==> src/rtl/master_port_pkg.sv <==
// Shared defaults and helpers for the bit-serial bus initiator.
// Bus mode encodings and width defaults live here.
package master_port_pkg;

  localparam int ADDR_W_DEF  = 12;
  localparam int DATA_W_DEF  = 8;
  localparam int TIMEOUT_DEF = 64;

  localparam logic MODE_READ  = 1'b0;
  localparam logic MODE_WRITE = 1'b1;

  function automatic int max3(
    input int a,
    input int b,
    input int c
  );
    int m;
    m = (a > b) ? a : b;
    return (m > c) ? m : c;
  endfunction

endpackage

==> src/rtl/master_port_if.sv <==
// Bit-serial system bus: arbiter handshake plus serial data lanes.
// master: mbreq/mwdata/mmode/mvalid out; slave: grant + slave lanes out.
interface master_port_if;

  logic mbreq;
  logic mbgrant;
  logic mwdata;
  logic mmode;
  logic mvalid;
  logic srdata;
  logic svalid;
  logic sready;

  modport master (
    output mbreq, mwdata, mmode, mvalid,
    input  mbgrant, srdata, svalid, sready
  );

  modport slave (
    input  mbreq, mwdata, mmode, mvalid,
    output mbgrant, srdata, svalid, sready
  );

endinterface

==> src/rtl/master_port.sv <==
// Bus initiator: takes one parallel request, wins the bus, shifts out
// addr/wdata LSB-first and assembles serial read data.
// Ports: clk, rstn (sync, active-low); device side dvalid/dwen/daddr/
// dwdata in, dready/drdata/ddone/derr out; bus via master_port_if.master.
module master_port
  import master_port_pkg::*;
#(
  parameter int ADDR_WIDTH = ADDR_W_DEF,
  parameter int DATA_WIDTH = DATA_W_DEF,
  parameter int TIMEOUT    = TIMEOUT_DEF
) (
  input  logic                  clk,
  input  logic                  rstn,
  input  logic                  dvalid,
  input  logic                  dwen,
  input  logic [ADDR_WIDTH-1:0] daddr,
  input  logic [DATA_WIDTH-1:0] dwdata,
  output logic                  dready,
  output logic [DATA_WIDTH-1:0] drdata,
  output logic                  ddone,
  output logic                  derr,
  master_port_if.master         bus
);

  localparam int CW =
    $clog2(max3(ADDR_WIDTH, DATA_WIDTH, TIMEOUT)) + 1;

  localparam logic [CW-1:0] A_LAST = CW'(ADDR_WIDTH - 1);
  localparam logic [CW-1:0] D_LAST = CW'(DATA_WIDTH - 1);
  localparam logic [CW-1:0] T_LAST = CW'(TIMEOUT - 1);
  localparam logic [CW-1:0] ONE    = CW'(1);

  typedef enum logic [2:0] {
    IDLE, REQ, ADDR, WDATA, RWAIT, RDATA, WACK, DONE
  } state_t;

  state_t                st;
  logic [ADDR_WIDTH-1:0] ash;
  logic [DATA_WIDTH-1:0] wsh;
  logic [DATA_WIDTH-1:0] rsh;
  logic [CW-1:0]         cnt;
  logic                  wen;

  always_ff @(posedge clk) begin
    if (!rstn) begin
      st         <= IDLE;
      ash        <= '0;
      wsh        <= '0;
      rsh        <= '0;
      cnt        <= '0;
      wen        <= MODE_READ;
      dready     <= 1'b1;
      drdata     <= '0;
      ddone      <= 1'b0;
      derr       <= 1'b0;
      bus.mbreq  <= 1'b0;
      bus.mwdata <= 1'b0;
      bus.mmode  <= MODE_READ;
      bus.mvalid <= 1'b0;
    end else begin
      case (st)
        IDLE: begin
          if (dvalid) begin
            ash       <= daddr;
            wsh       <= dwdata;
            wen       <= dwen;
            dready    <= 1'b0;
            bus.mbreq <= 1'b1;
            bus.mmode <= dwen;
            st        <= REQ;
          end
        end
        REQ: begin
          if (bus.mbgrant && bus.sready) begin
            bus.mvalid <= 1'b1;
            bus.mwdata <= ash[0];
            ash        <= ash >> 1;
            cnt        <= '0;
            st         <= ADDR;
          end
        end
        ADDR: begin
          if (cnt == A_LAST) begin
            cnt <= '0;
            if (wen == MODE_WRITE) begin
              // Data follows the address with no gap in mvalid.
              bus.mwdata <= wsh[0];
              wsh        <= wsh >> 1;
              st         <= WDATA;
            end else begin
              bus.mvalid <= 1'b0;
              bus.mwdata <= 1'b0;
              st         <= RWAIT;
            end
          end else begin
            cnt        <= cnt + ONE;
            bus.mwdata <= ash[0];
            ash        <= ash >> 1;
          end
        end
        WDATA: begin
          if (cnt == D_LAST) begin
            cnt        <= '0;
            bus.mvalid <= 1'b0;
            bus.mwdata <= 1'b0;
            st         <= WACK;
          end else begin
            cnt        <= cnt + ONE;
            bus.mwdata <= wsh[0];
            wsh        <= wsh >> 1;
          end
        end
        WACK: begin
          if (bus.sready) begin
            cnt       <= '0;
            ddone     <= 1'b1;
            bus.mbreq <= 1'b0;
            st        <= DONE;
          end else if (cnt == T_LAST) begin
            cnt       <= '0;
            ddone     <= 1'b1;
            derr      <= 1'b1;
            bus.mbreq <= 1'b0;
            st        <= DONE;
          end else begin
            cnt <= cnt + ONE;
          end
        end
        RWAIT: begin
          // First valid bit is taken in the same cycle it appears.
          if (bus.svalid) begin
            rsh <= {bus.srdata, rsh[DATA_WIDTH-1:1]};
            cnt <= ONE;
            st  <= RDATA;
          end else if (cnt == T_LAST) begin
            cnt       <= '0;
            ddone     <= 1'b1;
            derr      <= 1'b1;
            bus.mbreq <= 1'b0;
            st        <= DONE;
          end else begin
            cnt <= cnt + ONE;
          end
        end
        RDATA: begin
          if (bus.svalid) begin
            rsh <= {bus.srdata, rsh[DATA_WIDTH-1:1]};
            if (cnt == D_LAST) begin
              cnt       <= '0;
              drdata    <= {bus.srdata, rsh[DATA_WIDTH-1:1]};
              ddone     <= 1'b1;
              bus.mbreq <= 1'b0;
              st        <= DONE;
            end else begin
              cnt <= cnt + ONE;
            end
          end
        end
        DONE: begin
          ddone     <= 1'b0;
          derr      <= 1'b0;
          dready    <= 1'b1;
          bus.mmode <= MODE_READ;
          st        <= IDLE;
        end
        default: st <= IDLE;
      endcase
    end
  end

endmodule

==> src/flat_wrapper.sv <==
// flat-port wrapper written by rule: the top's interface ports become plain ports
module master_port_flat import master_port_pkg::*;
#(
  parameter int ADDR_WIDTH = ADDR_W_DEF,
  parameter int DATA_WIDTH = DATA_W_DEF,
  parameter int TIMEOUT    = TIMEOUT_DEF
)
  (clk, rstn, dvalid, dwen, daddr, dwdata, dready, drdata, ddone, derr, bus_mbreq, bus_mwdata, bus_mmode, bus_mvalid, bus_mbgrant, bus_srdata, bus_svalid, bus_sready);
  master_port_if bus_i ();
  input  logic clk;
  input  logic rstn;
  input  logic dvalid;
  input  logic dwen;
  input  logic [ADDR_WIDTH-1:0] daddr;
  input  logic [DATA_WIDTH-1:0] dwdata;
  output logic dready;
  output logic [DATA_WIDTH-1:0] drdata;
  output logic ddone;
  output logic derr;
  output wire logic [$bits(bus_i.mbreq)-1:0] bus_mbreq;
  output wire logic [$bits(bus_i.mwdata)-1:0] bus_mwdata;
  output wire logic [$bits(bus_i.mmode)-1:0] bus_mmode;
  output wire logic [$bits(bus_i.mvalid)-1:0] bus_mvalid;
  input wire logic [$bits(bus_i.mbgrant)-1:0] bus_mbgrant;
  input wire logic [$bits(bus_i.srdata)-1:0] bus_srdata;
  input wire logic [$bits(bus_i.svalid)-1:0] bus_svalid;
  input wire logic [$bits(bus_i.sready)-1:0] bus_sready;
  assign bus_mbreq = bus_i.mbreq;
  assign bus_mwdata = bus_i.mwdata;
  assign bus_mmode = bus_i.mmode;
  assign bus_mvalid = bus_i.mvalid;
  assign bus_i.mbgrant = bus_mbgrant;
  assign bus_i.srdata = bus_srdata;
  assign bus_i.svalid = bus_svalid;
  assign bus_i.sready = bus_sready;
  master_port #(.ADDR_WIDTH(ADDR_WIDTH), .DATA_WIDTH(DATA_WIDTH), .TIMEOUT(TIMEOUT)) u_core (.clk(clk), .rstn(rstn), .dvalid(dvalid), .dwen(dwen), .daddr(daddr), .dwdata(dwdata), .dready(dready), .drdata(drdata), .ddone(ddone), .derr(derr), .bus(bus_i));
endmodule
==> config.mk <==
export PLATFORM = sky130hd
export DESIGN_NAME = master_port_flat
export DESIGN_NICKNAME = d
export VERILOG_FILES = /design/src/rtl/master_port_pkg.sv /design/src/rtl/master_port_if.sv /design/src/rtl/master_port.sv /design/src/flat_wrapper.sv
export SDC_FILE = /design/constraint.sdc
export NUM_CORES = 1
export LEC_CHECK = 0
export CELL_PAD_IN_SITES_DETAIL_PLACEMENT = 0
export CELL_PAD_IN_SITES_GLOBAL_PLACEMENT = 2
export CORE_MARGIN = 2
export CORE_UTILIZATION = 35
export CTS_BUF_LIST = sky130_fd_sc_hd__clkbuf_8
export DETAILED_ROUTE_END_ITERATION = 6
export GPL_TIMING_DRIVEN = 0
export PLACE_DENSITY_LB_ADDON = 0.1
export SETUP_SLACK_MARGIN = 0.1
export SYNTH_ARGS = -nofsm -noshare
export SYNTH_HDL_FRONTEND = slang
export SYNTH_SLANG_ARGS = --single-unit
==> constraint.sdc <==
create_clock -name clk -period 4.1 [get_ports clk]
set_input_delay 0.82 -clock clk [delete_from_list [all_inputs] [get_ports clk]]
set_output_delay 0.82 -clock clk [all_outputs]
set_load 0.05 [all_outputs]
* After elaboration in Yosys (flattened, before gate mapping)
Index checks and enable logic that the tools add are counted.
W data, S select, Z words.
** Operators by class
- Add/sub/neg operators :: 1
- $mul :: 0
- Div/mod/pow operators :: 0
- $lt $le $gt $ge :: 0
- Equality and inequality tests :: 22
- Shifts and indexed selects :: 0
- Muxes and demuxes :: 58
- Bitwise operators :: 0
- Reductions and logical operators :: 24
** Operators with widths (count)
- $mux W7 :: 7
- $pmux W7 S6 :: 1
- $mux W12 :: 3
- $pmux W12 S3 :: 1
- $mux W8 :: 4
- $mux W3 :: 10
- $pmux W3 S8 :: 1
- $pmux W8 S3 :: 1
- $mux W1 :: 23
- $reduce_and A5 Y1 :: 3
- $ne A2 B2 Y1 const B :: 7
- $eq A3 B3 Y1 const B :: 4
- $reduce_bool A3 Y1 :: 4
- $ne A2 B1 Y1 const B :: 5
- $pmux W1 S3 :: 3
- $reduce_and A3 Y1 :: 3
- $pmux W1 S4 :: 2
- $reduce_and A2 Y1 :: 4
- $reduce_and A4 Y1 :: 2
- $reduce_bool A4 Y1 :: 2
- $add A7 B1 Y7 const B :: 1
- $eq A7 B3 Y1 const B :: 1
- $eq A7 B4 Y1 const B :: 1
- $eq A7 B6 Y1 const B :: 1
- other kinds (9) :: 11
** Storage, ports and cells
- Register bits after elaboration :: 54
- Latch bits :: 0
- Memory bits (writable) :: 0
- Bits in read-only memories :: 0
- Input bits :: 28
- Logic and storage cells :: 119
- Memories :: 0

* Longest topological paths before layout
Gate-level depths: netlist (run 1).
- Depth after elaboration :: 4
- Depth in mapped cells :: 8

* Worst setup path after synthesis (run 1)
No wires, ideal clock.
- Path kind :: reg-to-reg
- Start :: reg u_core.cnt[0]
- End :: reg u_core.wsh[0]
- Setup time :: 0.120 ns
- Data arrival time :: 2.001 ns
- Path slack :: 1.980 ns
- Stages on the path, launching flop included :: 9
- Buffers on the path :: 2
- Cell sequence :: dfxtp_1 -> ha_1 -> or4b_1 -> buf_6 -> or2_4 -> o22ai_4 -> buf_6 -> nor2_1 -> o31a_1
** On the way
- Longest elaborated chain between the ends :: 3
- Elaborated cells between the ends (all ways) :: 5
- Classes of those cells :: eq/ne (4); reduce/logical (1)
** Ends and longest elaborated chain
- start, declared :: RTL line master_port.sv:41 : logic [CW-1:0] cnt;
- start signal, assigned :: RTL line master_port.sv:96 : cnt <= cnt + ONE;
- start signal, assigned :: RTL line master_port.sv:108 : cnt <= cnt + ONE;
- start signal, assigned :: RTL line master_port.sv:126 : cnt <= cnt + ONE;
- $eq A7 B3 Y1 / $eq A7 B4 Y1 (equally long branches) :: RTL line master_port.sv:102, master_port.sv:83
- $ne A2 B2 Y1 (no line) / $ne A2 B1 Y1 (equally long branches)
- $reduce_and A5 Y1 (no line) *
- end signal, assigned :: RTL line master_port.sv:65 : wsh <= dwdata;
- end signal, assigned :: RTL line master_port.sv:88 : wsh <= wsh >> 1;
- end signal, assigned :: RTL line master_port.sv:110 : wsh <= wsh >> 1;
- end, declared :: RTL line master_port.sv:39 : logic [DATA_WIDTH-1:0] wsh;
Mark *: on every way between the ends. The rest lies on a longest branch, timed or not.
A chain may end at the register's enable or synchronous reset.

* Final worst setup path (run 1)
- Start :: in dvalid
- End :: reg u_core.ash[4]
** On the way
- Longest elaborated chain between the ends :: 2
** Ends and longest elaborated chain
- start, declared :: RTL line flat_wrapper.sv:12 : input logic dvalid;
- $ne A2 B2 Y1 (no line)
- $reduce_and A4 Y1 (no line)
- end signal, assigned :: RTL line master_port.sv:64 : ash <= daddr;
- end signal, assigned :: RTL line master_port.sv:77 : ash <= ash >> 1;
- end signal, assigned :: RTL line master_port.sv:98 : ash <= ash >> 1;
- end, declared :: RTL line master_port.sv:38 : logic [ADDR_WIDTH-1:0] ash;
No other way between the ends.

==> summary.md, run 1 <==
| Metric | Value |
|---|---|
| Status | completed |
| Primary FF master, synth | dfxtp_1 |
| Switch Pwr | 0.0004104 W |
| RSZ-0062 raised after global routing | false |
| Sequential share of power | 0.471 |
| Routed len/inst | 15.29 um |
| Initial antenna violation count | 0 |
| CP startpoint kind | input port |
| Full die area | 0.008414 sq mm |
| Pwr dens | 375.6 mW/mm^2 |
| Final Critical Period | 2.612 ns |
| Worst hold path cell count | 2 |
| Gpl congestion | 0.8778 |
| DRT iter0 DRCs | 144 |
| Rel. slew slack | 0.2208 |
| Overflow after GRT | 0 |
| Initial Util | 0.3655 |
| Register area | 0.001061 sq mm |
| Most frequent cells in the layout | nand2_1, dfxtp_1, clkdlybuf4s50_1 |
| Worst skew pair latency | 0.31 ns |
| Comb power frac | 0.271 |
| Clock Pin Slew Worst Setup and Hold Paths | 0.10 ns |
| DRC errors left | 0 |
| Reg2reg end | u_core.ash[4]$_SDFFE_PN0P_ |
| Drt total wl | 7431 um |
| Int Power | 0.0008384 W |
| Gates resized, CTS repair | 0 |
| Via count | 2,589 |
| Hold endpoint | u_core.drdata[5]$_SDFFE_PN0P_ |
| Sw Ratio | 0.3286 |
| Worst-path cell chain | clkdlybuf4s50_1 -> nand2b_1 -> a311oi_1 -> buf_2 -> nor2_1 -> a211oi_1 |
| Worst R2R Path Depth | 8 |
| FILL cells | 785 |
| Cell area after synthesis | 0.002694 sq mm |
| Layout cells sized above 1 | 0.07752 |
| Worst r2r src | u_core.cnt[0]$_SDFFE_PN0P_ |
| Max Root-Sink Buffers | 2 |
| Floorplan row count | 31 |
| Crit-path slowest cell | a311oi_1 |
| Hold Startpoint | u_core.drdata[5]$_SDFFE_PN0P_ |
| Reg2reg setup slack | 1.64 ns |
| Layout Utilization | 0.4511 |
| Avg Inst Size Synth | 7.970 sq um |
| Critical Path Max Stage Delay | 0.73 ns |
| Fmax | 382.9 MHz |
| Final non-filler cell area | 0.003324 sq mm |
| Post-CTS Setup Bufs | 0 |
| Leakage | 1.158 nW |
| CTS Buf Count | 5 |
| Crit path DAT | 2.84 ns |
| Fin. max-slew vios | 0 |
| Vias in the first global route | 2,405 |
| Ys async rst share | 0 |
| VDD IR-drop max | 0.0001526 V |
| Data required, critical path | 4.33 ns |
| Setup violators final | 0 |
| I/O pins | 43 |
| Yosys warning total | 0 |
| Final ANT Viol Nets | 0 |
| DP HPWL | 5221 um |
| Vias/cell | 5.327 |
| Mapped Nets | 367 |
| Dpl cell area | 0.003228 sq mm |
| Sink Count | 53 |
| Final number of hold-violating endpoints | 0 |
| Critical path peak fanout | 10 |
| Area grow syn2layout | 23.41% |
| PortBufs | 41 |
| #FFs+latches synth | 53 |
| Die width | 91.73 um |
| Chip height | 91.73 um |
| Worst Tran Pin Value | 1.160 ns |
| Nets | 415 |
| CP endpoint kind | register |
| Post-synthesis sequential area ratio | 0.3939 |
| Core Region | 0.007370 sq mm |
| Clock network power share | 0.257 |
| Total track usage | 0.1809 |
| Post-synth EDFFs | 0 |
| Max-cap viol count | 0 |
| HP Class | reg2reg |
| Diodes inserted | 0 |
| H-tree Lvls | 2 |
| Setup Skew | 0.004565 ns |
| Min Hold Slack | 0.4547 ns |
| CTS Root Cell | clkbuf_8 |
| Setup Crit Path Kind | in2reg |
| Pin count of the biggest net entering global routing | 17 |
| Distinct cells, synth | 50 |
| Hold_buf cts | 0 |
| Drt first pass iters | 4 |
| CTS tree | yes |
| Period Utilization, post-route | 0.6370 |
| Setup Total Neg Slack | 0 ns |
| Multi-input combinational cell area | 0.001491 sq mm |
| First-pass GRT wire length | 12,290 um |
| Mapped Cells | 338 |
worst max path at each step:
stage | from | endpoint
floorplan | u_core.cnt[0]$_SDFFE_PN0P_ | u_core.wsh[0]$_SDFFE_PN0P_
global placement | dvalid | u_core.wsh[0]$_SDFFE_PN0P_
detailed placement | dvalid | u_core.ash[4]$_SDFFE_PN0P_
CTS | dvalid | u_core.wsh[0]$_SDFFE_PN0P_
global route | bus_sready | u_core.ash[10]$_SDFFE_PN0P_
finish | dvalid | u_core.ash[4]$_SDFFE_PN0P_
critical path, delay by kind of cell:
family | cells | cell delay [ns]
AO/OA/AOI/OAI | 2 | 0.94
buffers and inverters | 2 | 0.88
AND/OR/NAND/NOR | 2 | 0.19
power groups by stage:
stage	Sequential [W]	Combinational, W	Clock [W]
6_report	0.000589	0.000339	0.000321
2_1_floorplan	0.000614	0.000220	0
3_5_place_dp	0.000601	0.000339	0
5_1_grt	0.000594	0.000376	0.000350
4_1_cts	0.000589	0.000340	0.000328
3_3_place_gp	0.000599	0.000339	0
registers in the layout, summed over array words and instances, names as in the netlist, 3 cells and up:
signal,cells
u_core.st,3
u_core.wsh,8
u_core.drdata,8
u_core.cnt,7
u_core.rsh,7
u_core.ash,12
cell families (layout without fill, tap and decap cells):
| family | Yosys count | in the layout | share of synthesized area |
|---|---|---|---|
| mux | 12 | 12 | 0.04459 |
| fa+ha+maj | 2 | 2 | 0.008360 |
| compound gates | 100 | 100 | 0.2508 |
| xor+xnor | 1 | 1 | 0.003252 |
| simple gates | 138 | 138 | 0.2466 |
| buf+inv | 32 | 81 | 0.05248 |
| flops | 53 | 53 | 0.3939 |
layout make-up:
type                            instances  area share
Clock buffer                            6     0.02484
Inverter                                9     0.01016
Clock inverter                          2    0.004140
Tap cell                               99     0.03726
Multi-Input combinational cell        253      0.4486
Buffer                                 23     0.03237
Sequential cell                        53      0.3192
Timing Repair Buffer                   41      0.1234
Yosys cell counts (all sizes together) (2+ instances only):
| cell | instances | share of area |
|---|---|---|
| dfxtp | 53 | 0.39 |
| nand2 | 53 | 0.074 |
| a21oi | 33 | 0.061 |
| nor2 | 32 | 0.047 |
| nand3 | 17 | 0.032 |
| clkbuf | 15 | 0.021 |
| mux2i | 12 | 0.045 |
| a211oi | 11 | 0.031 |
| inv | 9 | 0.013 |
| o21ai | 9 | 0.017 |
| a31oi | 8 | 0.019 |
| and3 | 8 | 0.022 |
| buf | 8 | 0.019 |
| o31a | 7 | 0.023 |
| nand2b | 6 | 0.014 |
| nor3 | 6 | 0.011 |
| nor2b | 4 | 0.0093 |
| o21a | 4 | 0.011 |
| o221ai | 4 | 0.013 |
| a21o | 3 | 0.0088 |
| a311oi | 3 | 0.0098 |
| nand3b | 3 | 0.0084 |
| o211ai | 3 | 0.0084 |
| o22ai | 3 | 0.012 |
| a21boi | 2 | 0.0056 |
| a22o | 2 | 0.0065 |
| a22oi | 2 | 0.0056 |
| nand4 | 2 | 0.0046 |
| or2 | 2 | 0.0056 |
| or3 | 2 | 0.0051 |
stage by stage:
| stage | instances | power (W) | setup WS [ns] |
|---|---|---|---|
| after CTS | 486 | 0.001257 | 1.492 |
| final | 486 | 0.001249 | 1.488 |
| after detailed placement | 478 | 0.0009403 | 1.179 |
| after floorplan | 338 | 0.0008334 | 1.980 |
| after global routing | 486 | 0.001320 | 1.239 |
| after global placement | 478 | 0.0009379 | 1.142 |
routing by layer:
metal  share of wire  wire (um)  GRT usage
met2            0.44       3268     0.2745
met4          0.0074         55    0.04104
met1            0.51       3770     0.2689
met3           0.045        337    0.02876
met5               0          0          0
No activity file was read; power rests on OpenSTA's default activity.
==> run 2: changes to the inputs <==
--- a/config.mk
+++ b/config.mk
@@ -8,7 +8,7 @@
 export CELL_PAD_IN_SITES_DETAIL_PLACEMENT = 0
 export CELL_PAD_IN_SITES_GLOBAL_PLACEMENT = 2
 export CORE_MARGIN = 2
-export CORE_UTILIZATION = 35
+export CORE_UTILIZATION = 32
 export CTS_BUF_LIST = sky130_fd_sc_hd__clkbuf_8
 export DETAILED_ROUTE_END_ITERATION = 6
 export GPL_TIMING_DRIVEN = 0
==> constraint.sdc (replaced) <==
create_clock -name clk -period 2.5 [get_ports clk]
set_input_delay 0.5 -clock clk [delete_from_list [all_inputs] [get_ports clk]]
set_output_delay 0.5 -clock clk [all_outputs]
set_load 0.05 [all_outputs]
==> run 2 against run 1 <==
Net effect:
- clock power rose by 61%
- sequential power rose by 64%
- largest power group unchanged
- power rose by 66%
==> summary.md, run 2 (synthesized netlist as in run 1, its figures left out) <==
| Metric | Value |
|---|---|
| Worst skew pair latency | 0.31 ns |
| Max-cap viol count | 0 |
| Critical Path Max Stage Delay | 0.46 ns |
| Dpl cell area | 0.003236 sq mm |
| Worst r2r src | u_core.cnt[1]$_SDFFE_PN0P_ |
| Met3 Track Usage GR | 0.02819 |
| DP HPWL | 5412 um |
| Die width | 95.75 um |
| HP Class | reg2reg |
| Chip height | 95.75 um |
| Worst-path cell chain | ha_4 -> or4b_4 -> buf_6 -> or2_4 -> o22ai_4 -> buf_6 -> nor2_1 -> o31a_1 |
| Largest registers | u_core.ash (12), u_core.drdata (8), u_core.wsh (8) |
| Drt first pass iters | 5 |
| Reg2reg setup slack | 0.20 ns |
| Switch Pwr | 0.0006747 W |
| Initial antenna violation count | 0 |
| H-tree Lvls | 2 |
| Final non-filler cell area | 0.003393 sq mm |
| Floorplan row count | 33 |
| CP endpoint kind | register |
| Setup Skew | 0.008470 ns |
| RSZ-0062 raised after global routing | true |
| Initial Util | 0.3295 |
| CP Buf/Inv Count | 2 |
| PortBufs | 41 |
| Worst path top cell family by delay | simple AND/OR/NAND/NOR gates |
| Setup WS pre-CTS | -0.1787 ns |
| Diodes inserted | 0 |
| DRT iter0 DRCs | 90 |
| CTS Root Cell | clkbuf_8 |
| Hold_buf cts | 0 |
| Pwr dens | 610.8 mW/mm^2 |
| Most numerous cell on the critical path | buf_6 |
| CP startpoint kind | register |
| Pin count of the biggest net entering global routing | 16 |
| Max Root-Sink Buffers | 2 |
| Reg with most FFs | u_core.ash |
| Sink Count | 53 |
| Comb power frac | 0.285 |
| CTS Buf Count | 5 |
| Most common cell after layout, fill and taps aside | nand2_1 |
| Crit path launch | u_core.cnt[1]$_SDFFE_PN0P_ |
| Grt met1 use | 0.2560 |
| Final ANT Viol Nets | 0 |
| Gpl congestion | 0.8063 |
| VDD IR-drop max | 0.0002721 V |
| Fmax | 435.3 MHz |
| Worst Tran Pin Value | 1.055 ns |
| Worst path depth | 8 |
| Clock network power share | 0.249 |
| Nets | 419 |
| Leakage | 1.178 nW |
| Full die area | 0.009168 sq mm |
| Clock Pin Slew Worst Setup and Hold Paths | 0.10 ns |
| Critical path peak fanout | 8 |
| Crit path DAT | 2.50 ns |
| Setup violators final | 0 |
| Int Power | 0.001398 W |
| Sequential share of power | 0.466 |
| CTS tree | yes |
| Via count | 2,590 |
| Most frequent cells in the layout | nand2_1, dfxtp_1, clkdlybuf4s50_1 |
| FILL cells | 846 |
| Final Critical Period | 2.297 ns |
| Fin. max-slew vios | 0 |
| Drt total wl | 7644 um |
| Rel. slew slack | 0.2915 |
| Crit-path slowest cell | or4b_4 |
| Data required, critical path | 2.70 ns |
| Status | completed |
| Min Hold Slack | 0.4555 ns |
| Final worst setup slack | 0.2027 ns |
| Layout cells sized above 1 | 0.1000 |
| Core Region | 0.008175 sq mm |
| Setup Crit Path Kind | reg2reg |
| Vias/cell | 5.232 |
| DRC errors left | 0 |
| Critical path destination | u_core.wsh[1]$_SDFFE_PN0P_ |
| Reg2reg end | u_core.wsh[1]$_SDFFE_PN0P_ |
| I/O pins | 43 |
| First-pass GRT wire length | 12,430 um |
| Final number of hold-violating endpoints | 0 |
| Sw Ratio | 0.3256 |
| Vias in the first global route | 2,408 |
| Max FFs per register | 12 |
| Placed Cells | 484 |
| GR Util met2 | 0.2663 |
| Overflow after GRT | 0 |
| Area grow syn2layout | 25.96% |
| Routed len/inst | 15.44 um |
| GRT busiest layer | met2 |
| Layout Cells excl Fill | 495 |
| Worst R2R Path Depth | 8 |
| Period Utilization, post-route | 0.9189 |
| Total track usage | 0.1735 |
-- run 2: worst min-delay path: stages, from the launching register on --
cell     delay (ns)
dfxtp_1        0.32
nand2_1        0.05
a21oi_1        0.05
-- run 2: power by group through the flow --
stage / clock network [W] / registers [W] / logic (W)
2_1_floorplan: 0 / 0.00101 / 0.000360
3_3_place_gp: 0 / 0.000984 / 0.000558
3_5_place_dp: 0 / 0.000984 / 0.000556
4_1_cts: 0.000538 / 0.000966 / 0.000562
5_1_grt: 0.000558 / 0.000975 / 0.000655
6_report: 0.000516 / 0.000966 / 0.000591
-- run 2: per-layer routing --
layer | vias to the layer above | part of all wire
met5 | - | 0
met4 | 0 | 0.0039
met3 | 2 | 0.048
met2 | 69 | 0.45
met1 | 1203 | 0.50
li1 | 1316 | -
-- run 2: worst min-delay path by stage --
stage                             startpoint                       endpoint  slack (ns)  cells after the start
4_1_cts        u_core.drdata[6]$_SDFFE_PN0P_  u_core.drdata[6]$_SDFFE_PN0P_        0.46                      2
2_1_floorplan     u_core.rsh[1]$_SDFFE_PN0P_  u_core.drdata[0]$_SDFFE_PN0P_        0.44                      2
5_1_grt        u_core.drdata[3]$_SDFFE_PN0P_  u_core.drdata[3]$_SDFFE_PN0P_        0.47                      2
3_5_place_dp   u_core.drdata[3]$_SDFFE_PN0P_  u_core.drdata[3]$_SDFFE_PN0P_        0.45                      2
3_3_place_gp   u_core.drdata[3]$_SDFFE_PN0P_  u_core.drdata[3]$_SDFFE_PN0P_        0.44                      2
6_report       u_core.drdata[6]$_SDFFE_PN0P_  u_core.drdata[6]$_SDFFE_PN0P_        0.46                      2
-- run 2: final cells by class --
| type | count | area (sq um) | area share |
|---|---|---|---|
| timing repair buffer | 45 | 441.7 | 0.1302 |
| tap | 105 | 131.4 | 0.03872 |
| multi-input combinational | 253 | 1520 | 0.4480 |
| clock buffer | 6 | 82.58 | 0.02434 |
| buffer | 23 | 113.9 | 0.03355 |
| inverter | 9 | 33.78 | 0.009956 |
| sequential | 53 | 1062 | 0.3131 |
| clock inverter | 1 | 7.507 | 0.002212 |
-- run 2: per-stage QoR --
step                TNS (ns)  power (W)  utilization
detailed placement    -2.495   0.001541       0.3958
CTS                        0   0.002066       0.4076
global route               0   0.002188       0.4151
global placement      -2.248   0.001541       0.3958
finish                     0   0.002072       0.4151
floorplan                  0   0.001367            -
-- run 2: repair_timing --
item	CTS	global route
resized for setup	1	15
setup buffers	0	2
cloned	0	2
endpoints found under the setup margin	17	24
pin swaps	1	2
==> run 3: changes to the inputs <==
--- a/config.mk
+++ b/config.mk
@@ -7,7 +7,7 @@
 export LEC_CHECK = 0
 export CELL_PAD_IN_SITES_DETAIL_PLACEMENT = 0
 export CELL_PAD_IN_SITES_GLOBAL_PLACEMENT = 2
-export CORE_MARGIN = 2
+export CORE_MARGIN = 4
 export CORE_UTILIZATION = 32
 export CTS_BUF_LIST = sky130_fd_sc_hd__clkbuf_8
 export DETAILED_ROUTE_END_ITERATION = 6
==> run 3 against run 2 <==
Net effect:
- core utilization fell by 0.35 points
- critical endpoint is now u_core.wsh[3]$_SDFFE_PN0P_
- clock power barely moved
- wire length rose by 3.0%
- flip-flop and latch count did not move
- largest power group unchanged
==> summary.md, run 3 (synthesized netlist as in run 1, its figures left out) <==
| Metric | Value |
|---|---|
| Data required, critical path | 2.71 ns |
| Final Critical Period | 2.330 ns |
| Critical Path Max Stage Delay | 0.47 ns |
| Setup Total Neg Slack | 0 ns |
| CP startpoint kind | register |
| DP HPWL | 5549 um |
| Most common cell after layout, fill and taps aside | nand2_1 |
| Fmax | 429.2 MHz |
| PortBufs | 41 |
| Max-cap viol count | 0 |
| Metal2 WL | 3494 um |
| Setup Skew | 0.007559 ns |
| Critical path peak fanout | 10 |
| Vias in the first global route | 2,456 |
| Max FFs per register | 12 |
| Final number of hold-violating endpoints | 0 |
| Crit-path slowest cell | or4b_1 |
| Met3 WL post-DR | 451 um |
| Largest registers | u_core.ash (12), u_core.drdata (8), u_core.wsh (8) |
| Drt total wl | 7874 um |
| First-pass GRT wire length | 13,000 um |
| Worst skew pair latency | 0.31 ns |
| Nets | 417 |
| Rel. slew slack | 0.5891 |
| H-tree Lvls | 2 |
| Drt first pass iters | 4 |
| HP Class | reg2reg |
| Hold_buf cts | 0 |
| Core Region | 0.008217 sq mm |
| Layout cells sized above 1 | 0.1057 |
| Pin count of the biggest net entering global routing | 16 |
| Leakage | 1.171 nW |
| CTS tree | yes |
| Gpl congestion | 0.8185 |
| Setup violators final | 0 |
| Most numerous cell on the critical path | buf_6 |
| Final worst setup slack | 0.1700 ns |
| Reg with most FFs | u_core.ash |
| Initial Util | 0.3279 |
| Via count | 2,651 |
| Die width | 99.75 um |
| Routed len/inst | 15.97 um |
| CTS Buf Count | 5 |
| CTS Root Cell | clkbuf_8 |
| Period Utilization, post-route | 0.9320 |
| CP endpoint kind | register |
| Chip height | 99.75 um |
| Full die area | 0.009950 sq mm |
| Final ANT Viol Nets | 0 |
| Diodes inserted | 0 |
| Pwr dens | 611.2 mW/mm^2 |
| Dpl cell area | 0.003236 sq mm |
| Sink Count | 53 |
| Wl on met1 | 3863 um |
| Floorplan row count | 33 |
| Vias/cell | 5.377 |
| Initial antenna violation count | 0 |
| RSZ-0062 raised after global routing | true |
| Worst-path cell chain | ha_2 -> or4b_1 -> buf_6 -> or2_4 -> o22ai_4 -> buf_6 -> nor2_1 -> o31a_1 |
| Max Root-Sink Buffers | 2 |
| Highest metal used | met4 |
| Fin. max-slew vios | 0 |
| Most frequent cells in the layout | nand2_1, dfxtp_1, clkdlybuf4s50_1 |
| Worst Tran Pin Value | 0.6109 ns |
| DRC errors left | 0 |
| Setup Crit Path Kind | reg2reg |
| Clock Pin Slew Worst Setup and Hold Paths | 0.10 ns |
| Area grow syn2layout | 25.55% |
| Power Total | 0.002067 W |
| Final non-filler cell area | 0.003382 sq mm |
| Crit path DAT | 2.54 ns |
| Total track usage | 0.1607 |
| Overflow after GRT | 0 |
| Setup WS pre-CTS | -0.1212 ns |
| VDD IR-drop max | 0.0002791 V |
| DRT iter0 DRCs | 114 |
| I/O pins | 43 |
| Status | completed |
==> run 3: cell type report <==
type,count,area (sq um)
clock buffers,6,82.58
multi-input cells,253,1524
plain buffers,23,115.1
inverters,9,33.78
repair buffers,43,425.4
clock inverters,1,7.507
well taps,105,131.4
fillers,852,4835
flip-flops and latches,53,1062
==> run 3: repair_timing <==
item                                    in CTS  in global routing
endpoints found under the setup margin      11                 24
setup buffers                                0                  2
pin swaps                                    1                  1
resized for setup                            1                 15
==> run 3: layer usage <==
layer | vias up | global-route usage
li1 | 1312 | -
met3 | 7 | 0.02595
met5 | - | 0
met4 | 0 | 0.03151
met2 | 91 | 0.2468
met1 | 1241 | 0.2374
==> run 3: final timing paths <==
path                                       from                       endpoint  slack [ns]  depth (start not counted)
setup / recovery     u_core.cnt[1]$_SDFFE_PN0P_     u_core.wsh[3]$_SDFFE_PN0P_        0.17                          8
setup reg to reg     u_core.cnt[1]$_SDFFE_PN0P_     u_core.wsh[3]$_SDFFE_PN0P_        0.17                          8
hold / removal    u_core.drdata[3]$_SDFFE_PN0P_  u_core.drdata[3]$_SDFFE_PN0P_        0.45                          2
hold reg to reg   u_core.drdata[3]$_SDFFE_PN0P_  u_core.drdata[3]$_SDFFE_PN0P_        0.45                          2
==> run 3: stage by stage <==
stage	hold WS, ns	instances	util
6_report	0.4547	493	0.4116
5_1_grt	0.4751	493	0.4116
4_1_cts	0.4582	491	0.4055
3_5_place_dp	0.4441	484	0.3938
3_3_place_gp	0.4387	484	0.3938
2_1_floorplan	0.4366	338	-
==> run 3: worst max-delay path, delay by kind of cell, from the launching register on <==
kind / cells / cell delay, ns
flip-flops: 1 / 0.36
AND/OR/NAND/NOR: 3 / 0.79
AO/OA/AOI/OAI: 2 / 0.50
adder cells (fa/ha/maj): 1 / 0.21
buffers and inverters: 2 / 0.35
==> run 3: power breakdown <==
group          internal [W]  total, W  switching (W)
sequential         0.000924  0.000966      0.0000422
combinational      0.000245  0.000584       0.000339
clock              0.000220  0.000517       0.000297
